## src/rtl/motoro3_pkg.sv

```systemverilog
// Shared types and the commutation step table for the motoro3 three-phase commutator.
// MOTORO3_COMMUTATOR_BRAKE_EN adds the BRAKE state to the FSM enum.
package motoro3_pkg;

   typedef enum logic [2:0] {
      ST_IDLE,
      ST_ALIGN,
      ST_RUN,
      ST_DEAD
`ifdef MOTORO3_COMMUTATOR_BRAKE_EN
      , ST_BRAKE
`endif
   } state_t;

   localparam logic [1:0] PH_A = 2'd0;
   localparam logic [1:0] PH_B = 2'd1;
   localparam logic [1:0] PH_C = 2'd2;

   // Indexed by step 0..5 (rightmost entry is step 0); the third phase floats.
   localparam logic [5:0][1:0] STEP_HI = {PH_C, PH_C, PH_B, PH_B, PH_A, PH_A};
   localparam logic [5:0][1:0] STEP_LO = {PH_B, PH_A, PH_A, PH_C, PH_C, PH_B};

   function automatic logic [2:0] step_next(input logic [2:0] s, input logic d);
      if (d) return (s == 3'd5) ? 3'd0 : s + 3'd1;
      else   return (s == 3'd0) ? 3'd5 : s - 3'd1;
   endfunction

   function automatic logic [2:0] phase_bit(input logic [1:0] ph);
      return 3'b001 << ph;
   endfunction

endpackage

```

## src/rtl/motoro3_pwm_gen.sv

```systemverilog
// Free-running PWM: counter 0..period, duty latched at wrap so a duty change never
// glitches the current period.
module motoro3_pwm_gen
   import motoro3_pkg::*;
#(
   parameter int PWM_W = 8
) (
   input  logic             i_clk,
   input  logic             i_rst,
   input  logic [PWM_W-1:0] i_duty,
   input  logic [PWM_W-1:0] i_period,
   output logic             o_pwm
);

   logic [PWM_W-1:0] r_cnt;
   logic [PWM_W-1:0] r_duty_lat;
   logic             r_pwm;
   logic             w_wrap;

   // >= also recovers cleanly when period is lowered below the running count
   assign w_wrap = (r_cnt >= i_period);

   always_ff @(posedge i_clk) begin
      if (i_rst) begin
         r_cnt      <= '0;
         r_duty_lat <= '0;
         r_pwm      <= 1'b0;
      end else begin
         r_cnt <= w_wrap ? '0 : r_cnt + PWM_W'(1);
         if (w_wrap) r_duty_lat <= i_duty;
         r_pwm <= (r_cnt < r_duty_lat);
      end
   end

   assign o_pwm = r_pwm;

endmodule

```

## src/rtl/motoro3_commutator.sv

```systemverilog
// Six-step BLDC commutator: align dwell, dead-time between steps, optional low-side brake
// (enabled by MOTORO3_COMMUTATOR_BRAKE_EN). Outputs are registered from the current state.
//
//   state    | meaning
//   ST_IDLE  | all drivers off, waiting for start
//   ST_ALIGN | step 0 applied for ALIGN_CYC cycles to park the rotor
//   ST_RUN   | current step applied, waiting for stepPulse
//   ST_DEAD  | all drivers off for DEAD_CYC cycles, then step advances
//   ST_BRAKE | all low sides on (brake build only)
module motoro3_commutator
   import motoro3_pkg::*;
#(
   parameter int PWM_W     = 8,
   parameter int DEAD_CYC  = 10,
   parameter int ALIGN_CYC = 1000
) (
   input  logic             clk,
   input  logic             rst,
   input  logic             start,
   input  logic             stop,
   input  logic             brake,
   input  logic             dir,
   input  logic             stepPulse,
   input  logic [PWM_W-1:0] duty,
   input  logic [PWM_W-1:0] period,
   output logic             pwm,
   output logic [2:0]       mosEnable,
   output logic [2:0]       h1_L0,
   output logic [2:0]       forceLow,
   output logic [2:0]       step,
   output logic             running
);

   localparam int TMR_MAX = (ALIGN_CYC > DEAD_CYC) ? ALIGN_CYC : DEAD_CYC;
   localparam int TMR_W   = $clog2(TMR_MAX + 1);

   state_t           r_state;
   logic [2:0]       r_step;
   logic [TMR_W-1:0] r_tmr;
   logic [2:0]       r_mos;
   logic [2:0]       r_h1;
   logic [2:0]       r_step_o;
   logic             r_run;

   motoro3_pwm_gen #(.PWM_W(PWM_W)) u_pwm (
      .i_clk    (clk),
      .i_rst    (rst),
      .i_duty   (duty),
      .i_period (period),
      .o_pwm    (pwm)
   );

`ifdef MOTORO3_COMMUTATOR_BRAKE_EN
   logic [2:0] r_force;
   assign forceLow = r_force;
`else
   logic w_unused_brake;
   assign w_unused_brake = brake;
   assign forceLow       = 3'b000;
`endif

   always_ff @(posedge clk) begin
      if (rst) begin
         r_state  <= ST_IDLE;
         r_step   <= 3'd0;
         r_tmr    <= '0;
         r_mos    <= 3'b000;
         r_h1     <= 3'b000;
         r_step_o <= 3'd0;
         r_run    <= 1'b0;
`ifdef MOTORO3_COMMUTATOR_BRAKE_EN
         r_force  <= 3'b000;
`endif
      end else begin
         // output decode of the state/step held before this edge
         r_step_o <= r_step;
         r_mos    <= 3'b000;
         r_h1     <= 3'b000;
         r_run    <= 1'b0;
`ifdef MOTORO3_COMMUTATOR_BRAKE_EN
         r_force  <= 3'b000;
`endif
         case (r_state)
            ST_ALIGN, ST_RUN: begin
               r_mos <= phase_bit(STEP_HI[r_step]) | phase_bit(STEP_LO[r_step]);
               r_h1  <= phase_bit(STEP_HI[r_step]);
               r_run <= 1'b1;
            end
            ST_DEAD: r_run <= 1'b1;
`ifdef MOTORO3_COMMUTATOR_BRAKE_EN
            ST_BRAKE: begin
               r_mos   <= 3'b111;
               r_force <= 3'b111;
            end
`endif
            default: ;
         endcase

         if (stop) begin
            r_state <= ST_IDLE;
`ifdef MOTORO3_COMMUTATOR_BRAKE_EN
         end else if (brake && (r_state != ST_IDLE)) begin
            r_state <= ST_BRAKE;
`endif
         end else begin
            case (r_state)
               ST_IDLE: if (start) begin
                  r_state <= ST_ALIGN;
                  r_step  <= 3'd0;
                  r_tmr   <= TMR_W'(ALIGN_CYC - 1);
               end
               ST_ALIGN: begin
                  if (r_tmr == '0) r_state <= ST_RUN;
                  else             r_tmr   <= r_tmr - TMR_W'(1);
               end
               ST_RUN: if (stepPulse) begin
                  r_state <= ST_DEAD;
                  r_tmr   <= TMR_W'(DEAD_CYC - 1);
               end
               ST_DEAD: begin
                  if (r_tmr == '0) begin
                     r_state <= ST_RUN;
                     r_step  <= step_next(r_step, dir);
                  end else begin
                     r_tmr <= r_tmr - TMR_W'(1);
                  end
               end
               default: r_state <= ST_IDLE;
            endcase
         end
      end
   end

   assign mosEnable = r_mos;
   assign h1_L0     = r_h1;
   assign step      = r_step_o;
   assign running   = r_run;

endmodule

```

## config.mk

```make
export PLATFORM = sky130hd
export DESIGN_NAME = motoro3_commutator
export DESIGN_NICKNAME = d
export VERILOG_FILES = /design/src/rtl/motoro3_pkg.sv /design/src/rtl/motoro3_pwm_gen.sv /design/src/rtl/motoro3_commutator.sv
export SDC_FILE = /design/constraint.sdc
export NUM_CORES = 1
export LEC_CHECK = 0
export ABC_AREA = 0
export CAP_MARGIN = 20
export CORE_MARGIN = 2
export CORE_UTILIZATION = 30
export DETAILED_ROUTE_END_ITERATION = 6
export GPL_ROUTABILITY_DRIVEN = 0
export SYNTH_ARGS = -nofsm -noshare
export SYNTH_HDL_FRONTEND = slang
export SYNTH_SLANG_ARGS = --single-unit
```

## constraint.sdc

```tcl
create_clock -name clk -period 3.86 [get_ports clk]
set_clock_uncertainty 0.15 [all_clocks]
set_input_delay 0.772 -clock clk [delete_from_list [all_inputs] [get_ports clk]]
set_output_delay 0.772 -clock clk [all_outputs]
set_load 0.05 [all_outputs]
```

==> impl_metrics.json, run 1 <==
{
  "start_util_pct": 31.2,
  "fin_ws_ps": 891,
  "p_sw_mw": 0.300,
  "tightest_slew_ps": 864,
  "avgSynthCellArea_um2": 8.80,
  "synth_area_mm2": 0.00259,
  "tns_ps": 0,
  "utilization_pct": 37.9,
  "slowest_delay_ps": 570,
  "ys_seq_area_share_pct": 35.6,
  "r2r_cells": 8,
  "vias": 2119,
  "drt_wl_total_um": 5200,
  "p_int_mw": 0.855,
  "fin_nets": 371,
  "p_seq_share_pct": 44.4,
  "crit_family": "simple AND/OR/NAND/NOR gates",
  "fin_area_mm2": 0.00315,
  "core_mm2": 0.00830,
  "drc_errors": 0,
  "cts_resized": 0,
  "grt_pass1_vias": 2008,
  "hold_viol": 0,
  "rows": 33,
  "synth_top_area_share_pct": 35.6,
  "drv_cap": 0,
  "setup_viol": 0,
  "maxSlewHeadroom_pct": 41.9,
  "yosysMostFrequentCell": "dfxtp_1",
  "max_clock_freq_mhz": 337,
  "crit_fanout": 11,
  "area_delta_synth_final_pct": 21.7,
  "io-pin-count": 37,
  "path_class": "reg -> reg",
  "post-place-ws_ps": 741,
  "synth_cells": 294,
  "critical_path_depth": 8,
  "synth_cell_type_count": 48,
  "wire_per_inst_um": 12.1,
  "crit_path_frequent_cell": "ha_1",
  "synth_largest_area_cell": "dfxtp_1",
  "die_x_um": 96.9,
  "yosys-top-cells-count": "46 x dfxtp_1, 26 x inv_1, 24 x ha_1",
  "synth-main-ff-cell": "dfxtp_1",
  "antenna_cells": 0,
  "clkLatencyLatePin_ps": 300,
  "path_buf_inv": 1,
  "place_area_mm2": 0.00301,
  "holdCritPathClass": "reg -> reg",
  "drive_above_1_share_pct": 7.08,
  "grt_max_degree": 29,
  "run_status": "finished clean",
  "hpwl_um": 3770,
  "required_ps": 3910,
  "layoutNonFillerInstCount": 430,
  "rsz0062_at_grt": "no",
  "fin_crit_ps": 2970,
  "dp.cells": 422,
  "synth_area_leaders": "dfxtp_1 36%, ha_1 12%, nand2b_1 5.1%, mux2i_1 3.9%, nor3_1 3.9%",
  "p_clk_share_pct": 39.0,
  "path_cells": "inv_1 > ha_1 > or4_1 > nor3_1 > a21oi_1 > or2_2 > ha_1 > and2_1",
  "postRouteAntennaNets": 0,
  "async_flop_share_pct": 0,
  "cts_buffers": 5,
  "drv_slew": 0,
  "arrival_ps": 3020,
  "r2r_setup_slack_ps": 890,
  "drt_first_pass_iters": 4,
  "p_comb_share_pct": 16.6,
  "critPathSlowestCell": "dfxtp_1",
  "cp-end-kind": "flip-flop",
  "drt_iter0_drc": 85,
  "startpoint": "r_state[0]$_SDFFE_PP0P_",
  "clock-root-buffer": "clkbuf_8",
  "grt_first_pass_wirelength_um": 8770,
  "reg2reg_from": "r_state[0]$_SDFFE_PP0P_",
  "yosysWarnings": 0,
  "cts_tree": "done",
  "die_h_um": 96.9,
  "antenna_found_initial": 0,
  "cts.sink_count": 46,
  "cts.clk_slew.worst_paths_ps": 90,
  "peakVddDrop_uv": 152,
  "io_buffers": 32,
  "finalPower_mw": 1.16,
  "fin_hold_ws_ps": 306,
  "h-tree-depth": 2,
  "p_per_area_mw_per_mm2": 367,
  "cp-start-kind": "flip-flop",
  "via_per_inst": 4.93,
  "clk_path_buf_depth": 2,
  "final.period_utilization_pct": 76.9,
  "track_usage_pct": 11.1,
  "post_cts_buffers": 0,
  "gr-total-overflow": 0,
  "power.leakage_nw": 1.32,
  "synth_seq_cells": 46,
  "switching_share_pct": 26.0,
  "dieArea_mm2": 0.00938,
  "cts_hold_buf": 0,
  "synth_edf_count": 0
}
-- layer usage --
| metal | track usage, % | vias to the layer above | wire length (µm) |
|---|---|---|---|
| li1 | - | 1084 | - |
| met1 | 13.8 | 992 | 2510 |
| met2 | 18.4 | 37 | 2440 |
| met3 | 2.89 | 6 | 194 |
| met4 | 4.01 | 0 | 51 |
| met5 | 0 | - | 0 |
-- state kept, by name (all words and copies together) (netlist names), named ones only --
register / flops
u_pwm.r_duty_lat: 8
u_pwm.o_pwm: 1
r_tmr: 10
u_pwm.r_cnt: 8
running: 1
mosEnable: 3
r_step: 3
step: 3
r_state: 2
h1_L0: 3
-- cell families after synthesis --
logic type                 Yosys count  share of synthesized area (%)
xor gates and xnor gates             7                           2.37
adders and majority gates           24                           11.6
DFF                                 46                           35.6
buffers and inverters               40                           6.24
other                                1                          0.145
muxes                               12                           4.74
and+or+nand+nor                    107                           25.5
AOI/OAI and AO/OA                   57                           13.8
-- cell usage in the layout (no fill, tap or decap), types with 6 or more instances in the layout --
cell type	n
a31oi_1	6
inv_1	26
clkdlybuf4s50_1	32
nand2_1	7
clkbuf_8	6
a21o_1	7
mux2i_1	10
nor3_1	20
nor2b_1	8
nor2_1	14
nand3_1	8
nand2b_1	21
dfxtp_1	46
ha_1	24
o21ai_0	11
a21oi_1	18
-- worst min-delay path by stage --
| stage | startpoint | endpoint | slack (ps) | depth (start not counted) |
|---|---|---|---|---|
| 6_report | flip-flop | h1_L0[0]$_SDFF_PP0_ | 310 | 1 |
| 3_5_place_dp | flip-flop | h1_L0[0]$_SDFF_PP0_ | 290 | 1 |
| 5_1_grt | flip-flop | h1_L0[0]$_SDFF_PP0_ | 340 | 1 |
| 4_1_cts | flip-flop | h1_L0[0]$_SDFF_PP0_ | 310 | 1 |
| 3_3_place_gp | flip-flop | h1_L0[0]$_SDFF_PP0_ | 290 | 1 |
| 2_1_floorplan | flip-flop | h1_L0[0]$_SDFF_PP0_ | 270 | 1 |
-- power groups by stage --
stage | clock [mW] | combinational (mW) | sequential, mW
floorplan | 0 | 0.125 | 0.531
global placement | 0 | 0.187 | 0.523
detailed placement | 0 | 0.190 | 0.524
CTS | 0.460 | 0.192 | 0.513
global route | 0.476 | 0.211 | 0.515
finish | 0.450 | 0.192 | 0.513
-- cell type report --
cell class | instances | area [µm²]
Clock buffer | 6 | 82.6
Fill cell | 850 | 5150
Tap cell | 105 | 131
Clock inverter | 2 | 60.1
Sequential cell | 46 | 921
Timing Repair Buffer | 35 | 343
Multi-Input combinational cell | 210 | 1510
Inverter | 26 | 97.6
No activity file was read; power rests on OpenSTA's default activity.
==> run 2: changes to the inputs <==
==> constraint.sdc (replaced) <==
create_clock -name clk -period 2.8 [get_ports clk]
set_clock_uncertainty 0.15 [all_clocks]
set_input_delay 0.56 -clock clk [delete_from_list [all_inputs] [get_ports clk]]
set_output_delay 0.56 -clock clk [all_outputs]
set_load 0.05 [all_outputs]
==> impl_metrics.json, run 2 (synthesis gave the netlist of run 1 again) <==
{
  "run_status": "finished clean",
  "area_delta_synth_final_pct": 22.8,
  "postRouteAntennaNets": 0,
  "io_buffers": 32,
  "peakVddDrop_uv": 158,
  "die_x_um": 96.9,
  "holdCritPathClass": "reg -> reg",
  "cts_buffers": 5,
  "power.leakage_nw": 1.35,
  "path_cells": "inv_1 > ha_1 > nor2b_1 > or4_1 > nor3_1 > a21oi_1 > or2_2 > ha_1 > and2_1",
  "multi_input_area_mm2": 0.00151,
  "grt_first_pass_wirelength_um": 8980,
  "gr-total-overflow": 0,
  "drive_above_1_share_pct": 9.82,
  "final.period_utilization_pct": 90.7,
  "top_regs": "r_tmr x10, u_pwm.r_cnt x8, u_pwm.r_duty_lat x8",
  "tns_ps": 0,
  "p_sw_mw": 0.393,
  "drt_first_pass_iters": 4,
  "cts_tree": "done",
  "antenna_cells": 0,
  "drc_errors": 0,
  "max_clock_freq_mhz": 394,
  "fin_crit_ps": 2540,
  "clkLatencyLatePin_ps": 300,
  "cp-end-kind": "flip-flop",
  "rows": 33,
  "r2r_setup_slack_ps": 260,
  "final_common_cell": "dfxtp_1",
  "h-tree-depth": 2,
  "vias": 2123,
  "setup_viol": 0,
  "core_mm2": 0.00830,
  "cts_hold_buf": 0,
  "dp.cells": 432,
  "hpwl_um": 3840,
  "drt_iter0_drc": 112,
  "holdPathStages": 1,
  "hold_viol": 0,
  "utilization_pct": 38.3,
  "slowest_delay_ps": 430,
  "fin_nets": 382,
  "crit_path_frequent_cell": "ha_1",
  "crit_fanout": 5,
  "p_int_mw": 1.01,
  "p_per_area_mw_per_mm2": 442,
  "regMostFlops": "r_tmr",
  "track_usage_pct": 11.2,
  "grt_pass1_vias": 2021,
  "cts.clk_slew.worst_paths_ps": 80,
  "antenna_found_initial": 0,
  "tightest_slew_ps": 642,
  "via_per_inst": 4.81,
  "required_ps": 2850,
  "seq_area_um2": 921,
  "clock-root-buffer": "clkbuf_8",
  "drv_cap": 0,
  "io-pin-count": 37,
  "layoutNonFillerInstCount": 441,
  "p_seq_share_pct": 50.2,
  "arrival_ps": 2590,
  "wire_per_inst_um": 11.5,
  "cp-start-kind": "flip-flop",
  "path_class": "reg -> reg",
  "start_util_pct": 31.2,
  "clk_path_buf_depth": 2,
  "drv_slew": 0,
  "dieArea_mm2": 0.00938,
  "r2r_cells": 9,
  "n_fill_cell": 830,
  "p_comb_share_pct": 19.9,
  "post_cts_buffers": 0,
  "rsz0062_at_grt": "no",
  "cts_resized": 0,
  "cts.sink_count": 46,
  "drt_wl_total_um": 5060,
  "die_h_um": 96.9,
  "maxSlewHeadroom_pct": 57.1,
  "p_clk_share_pct": 29.9,
  "largest_reg_flops": 10,
  "critPathSlowestCell": "dfxtp_1",
  "grt_max_degree": 33,
  "switching_share_pct": 28.0,
  "layout_common_cells": "46 x dfxtp_1, 32 x clkdlybuf4s50_1, 26 x inv_1, 24 x ha_1, 21 x nand2b_1"
}
-- run 2: critical path, delay by kind of cell (launching register included) --
kind	cells	cell delay [ps]
AOI/OAI and AO/OA	1	90
adders and majority gates	2	490
and+or+nand+nor	5	1200
buffers and inverters	1	80
DFF	1	430
-- run 2: metrics by stage --
| step | power [mW] | setup slack [ps] | hold WS (ps) | cell area [µm²] |
|---|---|---|---|---|
| after detailed placement | 0.999 | 1.97 | 294 | 3080 |
| after floorplan | 0.905 | 84.2 | 271 | 2590 |
| after global placement | 0.996 | 18.0 | 290 | 3080 |
| after CTS | 1.43 | 252 | 309 | 3170 |
| after global routing | 1.49 | 123 | 337 | 3180 |
| final | 1.40 | 261 | 306 | 3180 |
-- run 2: area by class of cell --
type | instances | share of cell area (%)
clock buffers | 7 | 2.72
clock inverters | 1 | 0.158
inverters | 26 | 3.07
multi-input cells | 210 | 47.6
flip-flops and latches | 46 | 29.0
well taps | 105 | 4.14
repair buffers | 46 | 13.3
-- run 2: final timing paths --
path	startpoint	endpoint
max reg2reg	r_state[1]$_SDFFE_PP0P_	flip-flop
max	r_state[1]$_SDFFE_PP0P_	flip-flop
min reg2reg	flip-flop	h1_L0[0]$_SDFF_PP0_
min	flip-flop	h1_L0[0]$_SDFF_PP0_
-- run 2: routing by layer --
layer	vias up	part of all wire [%]	GRT usage (%)
li1	1104	-	-
met1	987	47	14.1
met2	26	48	19.2
met3	6	3.1	2.67
met4	0	1.2	3.25
met5	-	0	0
-- run 2: power by group through the flow --
stage	logic (mW)	clock network [mW]	registers (mW)
6_report	0.279	0.420	0.704
5_1_grt	0.311	0.466	0.709
4_1_cts	0.281	0.440	0.704
3_5_place_dp	0.279	0	0.720
3_3_place_gp	0.277	0	0.719
2_1_floorplan	0.172	0	0.732
